### src/rtl/uart_transceiver_pkg.sv
// uart_transceiver_pkg: shared FSM state type, bit index type and bit-period helper
package uart_transceiver_pkg;

    typedef enum logic [1:0] {IDLE, START, DATA, STOP} state_t;

    typedef logic [3:0] bit_idx_t;

    function automatic int symbol_edge_time(input int clock_freq, input int baud_rate);
        return clock_freq / baud_rate;
    endfunction

endpackage

### src/rtl/uart_transceiver_if.sv
// uart_transceiver_if: byte-wide ready/valid transmit and receive channels
interface uart_transceiver_if;

    logic [7:0] data_in;
    logic       data_in_valid;
    logic       data_in_ready;
    logic [7:0] data_out;
    logic       data_out_valid;
    logic       data_out_ready;

    modport master (
        output data_in, data_in_valid, data_out_ready,
        input  data_in_ready, data_out, data_out_valid
    );

    modport slave (
        input  data_in, data_in_valid, data_out_ready,
        output data_in_ready, data_out, data_out_valid
    );

endinterface

### src/rtl/uart_receiver.sv
// uart_receiver: 8N1 serial-to-parallel receiver with mid-bit sampling and a ready/valid byte output
module uart_receiver
    import uart_transceiver_pkg::*;
#(
    parameter int SYMBOL_EDGE_TIME = 1085
) (
    input  logic       clk,
    input  logic       reset,
    input  logic       serial_in,
    output logic [7:0] data_out,
    output logic       data_out_valid,
    input  logic       data_out_ready
);

    localparam int CW = $clog2(SYMBOL_EDGE_TIME + 1);
    localparam logic [CW-1:0] LAST      = CW'(SYMBOL_EDGE_TIME - 1);
    localparam logic [CW-1:0] HALF_LAST = CW'(SYMBOL_EDGE_TIME / 2 - 1);

    state_t     state;
    logic [CW-1:0] cnt;
    bit_idx_t   idx;
    logic [7:0] shreg;
    logic       s1, rx, armed;
    logic       bit_end, half_end;

    assign bit_end  = cnt == LAST;
    assign half_end = cnt == HALF_LAST;

    // Synchronize the line, then hunt for a start bit only after the line has been seen high
    always_ff @(posedge clk) begin
        if (reset) begin
            s1             <= 1'b1;
            rx             <= 1'b1;
            armed          <= 1'b0;
            state          <= IDLE;
            cnt            <= '0;
            idx            <= '0;
            shreg          <= '0;
            data_out       <= '0;
            data_out_valid <= 1'b0;
        end else begin
            s1  <= serial_in;
            rx  <= s1;
            cnt <= (state == IDLE || bit_end || (state == START && half_end)) ? '0 : cnt + 1'b1;
            if (data_out_valid && data_out_ready)
                data_out_valid <= 1'b0;
            case (state)
                IDLE: begin
                    armed <= armed | rx;
                    state <= (armed && !rx) ? START : IDLE;
                end
                START: if (half_end) begin
                    idx   <= '0;
                    state <= rx ? IDLE : DATA;
                end
                DATA: if (bit_end) begin
                    shreg <= {rx, shreg[7:1]};
                    idx   <= idx + 1'b1;
                    state <= (idx == 4'd7) ? STOP : DATA;
                end
                STOP: if (bit_end) begin
                    data_out       <= rx ? shreg : data_out;
                    data_out_valid <= rx | data_out_valid;
                    armed          <= 1'b0;
                    state          <= IDLE;
                end
            endcase
        end
    end

endmodule

### src/rtl/uart_transmitter.sv
// uart_transmitter: 8N1 parallel-to-serial transmitter with a ready/valid byte input
module uart_transmitter
    import uart_transceiver_pkg::*;
#(
    parameter int SYMBOL_EDGE_TIME = 1085
) (
    input  logic       clk,
    input  logic       reset,
    input  logic [7:0] data_in,
    input  logic       data_in_valid,
    output logic       data_in_ready,
    output logic       serial_out
);

    localparam int CW = $clog2(SYMBOL_EDGE_TIME + 1);
    localparam logic [CW-1:0] LAST = CW'(SYMBOL_EDGE_TIME - 1);

    state_t     state;
    logic [CW-1:0] cnt;
    bit_idx_t   idx;
    logic [7:0] shreg;
    logic       bit_end;

    assign bit_end = cnt == LAST;

    // Frame sequencer: start bit, eight data bits LSB first from a private copy, stop bit
    always_ff @(posedge clk) begin
        if (reset) begin
            state         <= IDLE;
            cnt           <= '0;
            idx           <= '0;
            shreg         <= '0;
            serial_out    <= 1'b1;
            data_in_ready <= 1'b0;
        end else begin
            cnt <= (state == IDLE || bit_end) ? '0 : cnt + 1'b1;
            case (state)
                IDLE: begin
                    data_in_ready <= !(data_in_valid && data_in_ready);
                    if (data_in_valid && data_in_ready) begin
                        shreg      <= data_in;
                        serial_out <= 1'b0;
                        state      <= START;
                    end
                end
                START: if (bit_end) begin
                    serial_out <= shreg[0];
                    idx        <= '0;
                    state      <= DATA;
                end
                DATA: if (bit_end) begin
                    shreg      <= shreg >> 1;
                    serial_out <= (idx == 4'd7) ? 1'b1 : shreg[1];
                    idx        <= idx + 1'b1;
                    state      <= (idx == 4'd7) ? STOP : DATA;
                end
                STOP: if (bit_end) begin
                    data_in_ready <= 1'b1;
                    state         <= IDLE;
                end
            endcase
        end
    end

endmodule

### src/rtl/uart_transceiver.sv
// uart_transceiver: full-duplex 8N1 UART wiring an independent transmitter and receiver
module uart_transceiver
    import uart_transceiver_pkg::*;
#(
    parameter int CLOCK_FREQ = 125_000_000,
    parameter int BAUD_RATE  = 115_200
) (
    input  logic               clk,
    input  logic               reset,
    uart_transceiver_if.slave  bus,
    output logic               serial_out,
    input  logic               serial_in
);

    localparam int SYMBOL_EDGE_TIME = symbol_edge_time(CLOCK_FREQ, BAUD_RATE);

    uart_transmitter #(.SYMBOL_EDGE_TIME(SYMBOL_EDGE_TIME)) u_tx (
        .clk           (clk),
        .reset         (reset),
        .data_in       (bus.data_in),
        .data_in_valid (bus.data_in_valid),
        .data_in_ready (bus.data_in_ready),
        .serial_out    (serial_out)
    );

    uart_receiver #(.SYMBOL_EDGE_TIME(SYMBOL_EDGE_TIME)) u_rx (
        .clk            (clk),
        .reset          (reset),
        .serial_in      (serial_in),
        .data_out       (bus.data_out),
        .data_out_valid (bus.data_out_valid),
        .data_out_ready (bus.data_out_ready)
    );

endmodule

### src/flat_wrapper.sv
// flat-port wrapper written by rule: the top's interface ports become plain ports
module uart_transceiver_flat import uart_transceiver_pkg::*;
#(
    parameter int CLOCK_FREQ = 125_000_000,
    parameter int BAUD_RATE  = 115_200
)
  (clk, reset, serial_out, serial_in, bus_data_in, bus_data_in_valid, bus_data_out_ready, bus_data_in_ready, bus_data_out, bus_data_out_valid);
  uart_transceiver_if bus_i ();
  input  logic clk;
  input  logic reset;
  output logic serial_out;
  input  logic serial_in;
  input wire logic [$bits(bus_i.data_in)-1:0] bus_data_in;
  input wire logic [$bits(bus_i.data_in_valid)-1:0] bus_data_in_valid;
  input wire logic [$bits(bus_i.data_out_ready)-1:0] bus_data_out_ready;
  output wire logic [$bits(bus_i.data_in_ready)-1:0] bus_data_in_ready;
  output wire logic [$bits(bus_i.data_out)-1:0] bus_data_out;
  output wire logic [$bits(bus_i.data_out_valid)-1:0] bus_data_out_valid;
  assign bus_i.data_in = bus_data_in;
  assign bus_i.data_in_valid = bus_data_in_valid;
  assign bus_i.data_out_ready = bus_data_out_ready;
  assign bus_data_in_ready = bus_i.data_in_ready;
  assign bus_data_out = bus_i.data_out;
  assign bus_data_out_valid = bus_i.data_out_valid;
  uart_transceiver #(.CLOCK_FREQ(CLOCK_FREQ), .BAUD_RATE(BAUD_RATE)) u_core (.clk(clk), .reset(reset), .bus(bus_i), .serial_out(serial_out), .serial_in(serial_in));
endmodule
### config.mk
export PLATFORM = sky130hd
export DESIGN_NAME = uart_transceiver_flat
export DESIGN_NICKNAME = d
export VERILOG_FILES = /design/src/rtl/uart_transceiver_pkg.sv /design/src/rtl/uart_transceiver_if.sv /design/src/rtl/uart_receiver.sv /design/src/rtl/uart_transmitter.sv /design/src/rtl/uart_transceiver.sv /design/src/flat_wrapper.sv
export SDC_FILE = /design/constraint.sdc
export NUM_CORES = 1
export LEC_CHECK = 0
export BUFFER_PORTS_ARGS = -buffer_cell sky130_fd_sc_hd__buf_2
export CAP_MARGIN = 10
export CORE_ASPECT_RATIO = 1.5
export CORE_MARGIN = 1
export CORE_UTILIZATION = 50
export DETAILED_ROUTE_END_ITERATION = 7
export HOLD_SLACK_MARGIN = 0.03
export MAX_ROUTING_LAYER = met4
export PLACE_DENSITY = 0.77
export SETUP_SLACK_MARGIN = 0.02
export SKIP_LAST_GASP = 1
export SLEW_MARGIN = 20
export SYNTH_ARGS = -nofsm -noshare
export SYNTH_HDL_FRONTEND = slang
export SYNTH_SLANG_ARGS = --single-unit
export TNS_END_PERCENT = 10
### constraint.sdc
create_clock -name clk -period 5.48 [get_ports clk]
set_input_delay 0.548 -clock clk [delete_from_list [all_inputs] [get_ports clk]]
set_output_delay 0.548 -clock clk [all_outputs]
set_load 0.005 [all_outputs]
==> flow_summary_export.csv <==
group,metric,value,unit
worst_setup_path,cp-start-kind,"flop",
worst_setup_path,crit_path_cell_trace,"inv_1 -> ha_1 -> inv_1 -> o41ai_4 -> and2_0 -> a211oi_1",
cells_and_area,drive_above_1_share,0.1348,
route,avgViaCountPerCell,5.491,
sta,min_period,2.655,ns
yosys,synth_compound_area_frac,0.1307,
yosys,synth-seq-area-share,0.4277,
floorplan,io_pins,24,
yosys,synthArstFlopShare,0,
placed_design,dp.cells,412,
worst_setup_path,crit_buf_inv,2,
sta,finalSetupViolCount,0,
floorplan,placementRows,34,
worst_setup_path,crit_top_cell,"inv_1",
worst_setup_path,slowest_stage,"ha_1",
floorplan,die_w,65.20,um
sta,rsz0062_at_grt,"no",
yosys,synth_area_leaders,"dfxtp_1, mux2i_1, nor2_1",
cells_and_area,stdcell_count,428,
clocking,clock_latency,0.34,ns
run,max-cap-violations,0,
clocking,path_clk_slew,0.08,ns
yosys,yosysTopAreaCellShare,0.4277,
yosys,ys_types,51,
yosys,netlist_instances,334,
power,vdd_ir_drop_max,0.2720,mV
clocking,clk_root_buffer_cell,"clkbuf_8",
yosys,syn_area,2995,sq um
power,power.density,356.6,nW/um^2
floorplan,fp.dieArea,6311,sq um
clocking,ctsHoldBuffers,0,
yosys,yosysTopAreaCell,"dfxtp_1",
cells_and_area,final_util,0.5703,
sta,final_hold_viol_count,0,
clocking,htreeDepth,3,
sta,fmax,0.3766,GHz
yosys,synth_edf_count,0,
yosys,syn-num-nets,358,
global_route,grt_usage,0.1956,
worst_setup_path,critPathMaxFanout,17,
global_route,grt_max_degree,39,
global_route,grt_pass1_vias,2264,
cells_and_area,fill_cells,534,
floorplan,die_y,96.80,um
worst_setup_path,required,5.67,ns
placed_design,dpl_cell_area,3128,sq um
sta,min_period_over_period,0.4845,
cells_and_area,register_area,1281,sq um
global_route,antenna_found_initial,0,
global_route,grt_pass1_wl,9584,um
run_status,status,"finished, final reports clean",
clocking,clk_path_buf_depth,2,
min_path,min_path_type,"in2reg",
floorplan,start_util,0.5177,
cells_and_area,insertedDiodeCount,0,
route,drt_iter0_drc,119,
cells_and_area,final_area,3299,sq um
cells_and_area,nets,375,
sta,slew-limit-headroom,0.4803,
sta,fin_hold_ws,0.4130,ns
clocking,cts_resized,0,
yosys,synthFlopType,"dfxtp_1",
global_route,grt_overflow,0,
route,dr.pass1.iters,5,
sta,fin_setup_tns,0,ns
clocking,post-cts-setup-buffer-count,0,
floorplan,coreArea,5786,sq um
clocking,cts.sinks,64,
yosys,synth-xor-area-share,0.05556,
placed_design,gp_congestion,0.8222,
worst_setup_path,crit_path_max_incr_delay,0.65,ns
power,power_leakage,1.186,nW
route,drc,0,
yosys,synth_area_per_cell,8.968,sq um
route,wire_per_inst,12.75,um
route,routed_wl,5459,um
cells_and_area,syn_to_final_growth,10.15,%
yosys,yosys.area_share.simple,0.2143,
yosys,yosys_warnings,0,
cells_and_area,multi_input_area,1578,sq um
sta,drv_slew,0,
placed_design,place_hpwl,3781,um
placed_design,portBuffers,23,
sta,worst-slew-pin-transition,0.7726,ns
worst_setup_path,cp_top_family,"compound AO/OA/AOI/OAI gates",
route,vias,2350,
worst_setup_path,cp-end-kind,"flop",
route,ant_nets,0,
worst_setup_path,cp.arrival,2.85,ns
clocking,cts_inserted_buffers,9,
yosys,synth-seq-cells,64,
yosys,synth_fa_ha_area_frac,0.04595,
sta,fin_skew,0.006503,ns
yosys,synth_top_family_by_area,"simple AND/OR/NAND/NOR gates",
worst_setup_path,path_class,"reg2reg",
yosys,synthMuxAreaShare,0.08020,
clocking,cts_tree,"yes",
[final cells by class]
| class | count | share of cell area |
|---|---|---|
| Timing Repair Buffer | 23 | 0.03489 |
| Inverter | 17 | 0.01934 |
| Clock buffer | 9 | 0.03754 |
| Tap cell | 72 | 0.02730 |
| Multi-Input combinational cell | 236 | 0.4782 |
| Clock inverter | 7 | 0.01441 |
| Sequential cell | 64 | 0.3883 |
[sequential cells by signal (all words and copies together) (netlist names), named ones only]
name	flops
u_core.u_rx.armed	1
u_core.u_rx.cnt	11
u_core.u_rx.data_out	8
u_core.u_rx.data_out_valid	1
u_core.u_rx.idx	4
u_core.u_rx.rx	1
u_core.u_rx.s1	1
u_core.u_rx.shreg	8
u_core.u_rx.state	1
u_core.u_tx.cnt	11
u_core.u_tx.data_in_ready	1
u_core.u_tx.idx	4
u_core.u_tx.serial_out	1
u_core.u_tx.shreg	8
u_core.u_tx.state	2
[worst paths after layout]
check | slack, ns | end | start | cells past startpoint
setup / recovery | 2.82 | u_core.u_tx.shreg[5] | u_core.u_tx.state[0] | 6
hold / removal | 0.41 | u_core.u_rx.s1 | serial_in | 2
setup reg to reg | 2.82 | u_core.u_tx.shreg[5] | u_core.u_tx.state[0] | 6
hold reg to reg | 0.42 | u_core.u_rx.rx | u_core.u_rx.s1 | 1
[logic make-up after synthesis]
family / Yosys count
muxes: 24
xor gates and xnor gates: 19
AOI/OAI and AO/OA: 52
and+or+nand+nor: 130
buffers and inverters: 34
adders and majority gates: 11
DFF: 64
[power breakdown]
part | total [W] | internal, W | switching, W | leakage (nW)
combinational | 0.000284 | 0.000113 | 0.000171 | 0.582
sequential | 0.000539 | 0.000509 | 0.0000304 | 0.519
clock | 0.000354 | 0.000164 | 0.000190 | 0.0854
[cells in the mapped netlist, types with 10 or more instances]
cell,instances
dfxtp_1,64
nor2_1,39
nand2_1,29
mux2i_1,24
a21oi_1,16
inv_1,16
nand3_1,15
a211oi_1,11
clkbuf_1,11
ha_1,11
xnor2_1,11
nor3_1,10
[worst register-to-register path: stages, from the launching register on]
cell and delay [ns]:
dfxtp_1 0.33, inv_1 0.12, ha_1 0.65, inv_1 0.29
o41ai_4 0.59, and2_0 0.40, a211oi_1 0.13
[routing by layer]
| metal | track usage | part of all wire |
|---|---|---|
| met5 | - | 0 |
| met4 | 0.09365 | 0.026 |
| met3 | 0.05425 | 0.028 |
| met1 | 0.2110 | 0.45 |
| met2 | 0.3228 | 0.50 |
[through the flow]
stage               total power, W  setup WS [ns]
detailed placement       0.0008302          2.856
global route              0.001236          2.655
floorplan                0.0007758          3.568
CTS                       0.001188          2.843
global placement         0.0008225          2.974
finish                    0.001177          2.825
[placed cells by master (no fill, tap or decap), drive strengths merged, types with 2 or more instances in the layout]
| master | Yosys | layout |
|---|---|---|
| clkbuf | 11 | 9 |
| a31o | 2 | 2 |
| and2 | 3 | 3 |
| or3 | 6 | 6 |
| o21ai | 7 | 7 |
| a41oi | 2 | 2 |
| xor2 | 8 | 8 |
| nor2 | 39 | 39 |
| nand4bb | 2 | 2 |
| nand2 | 29 | 29 |
| nand4 | 6 | 6 |
| xnor2 | 11 | 11 |
| mux2i | 24 | 24 |
| clkinvlp | 0 | 2 |
| clkinv | 1 | 5 |
| a21oi | 16 | 16 |
| dfxtp | 64 | 64 |
| or2 | 2 | 2 |
| or3b | 2 | 2 |
| ha | 11 | 11 |
| nor3 | 10 | 10 |
| nand3 | 15 | 15 |
| a211oi | 11 | 11 |
| buf | 6 | 23 |
| inv | 16 | 17 |
| or4 | 2 | 2 |
| nor4 | 2 | 2 |
| and3 | 2 | 2 |
| o311ai | 2 | 2 |
| nand2b | 2 | 2 |
| nor2b | 4 | 4 |
Note: power is estimated with default switching activity, not from simulation.
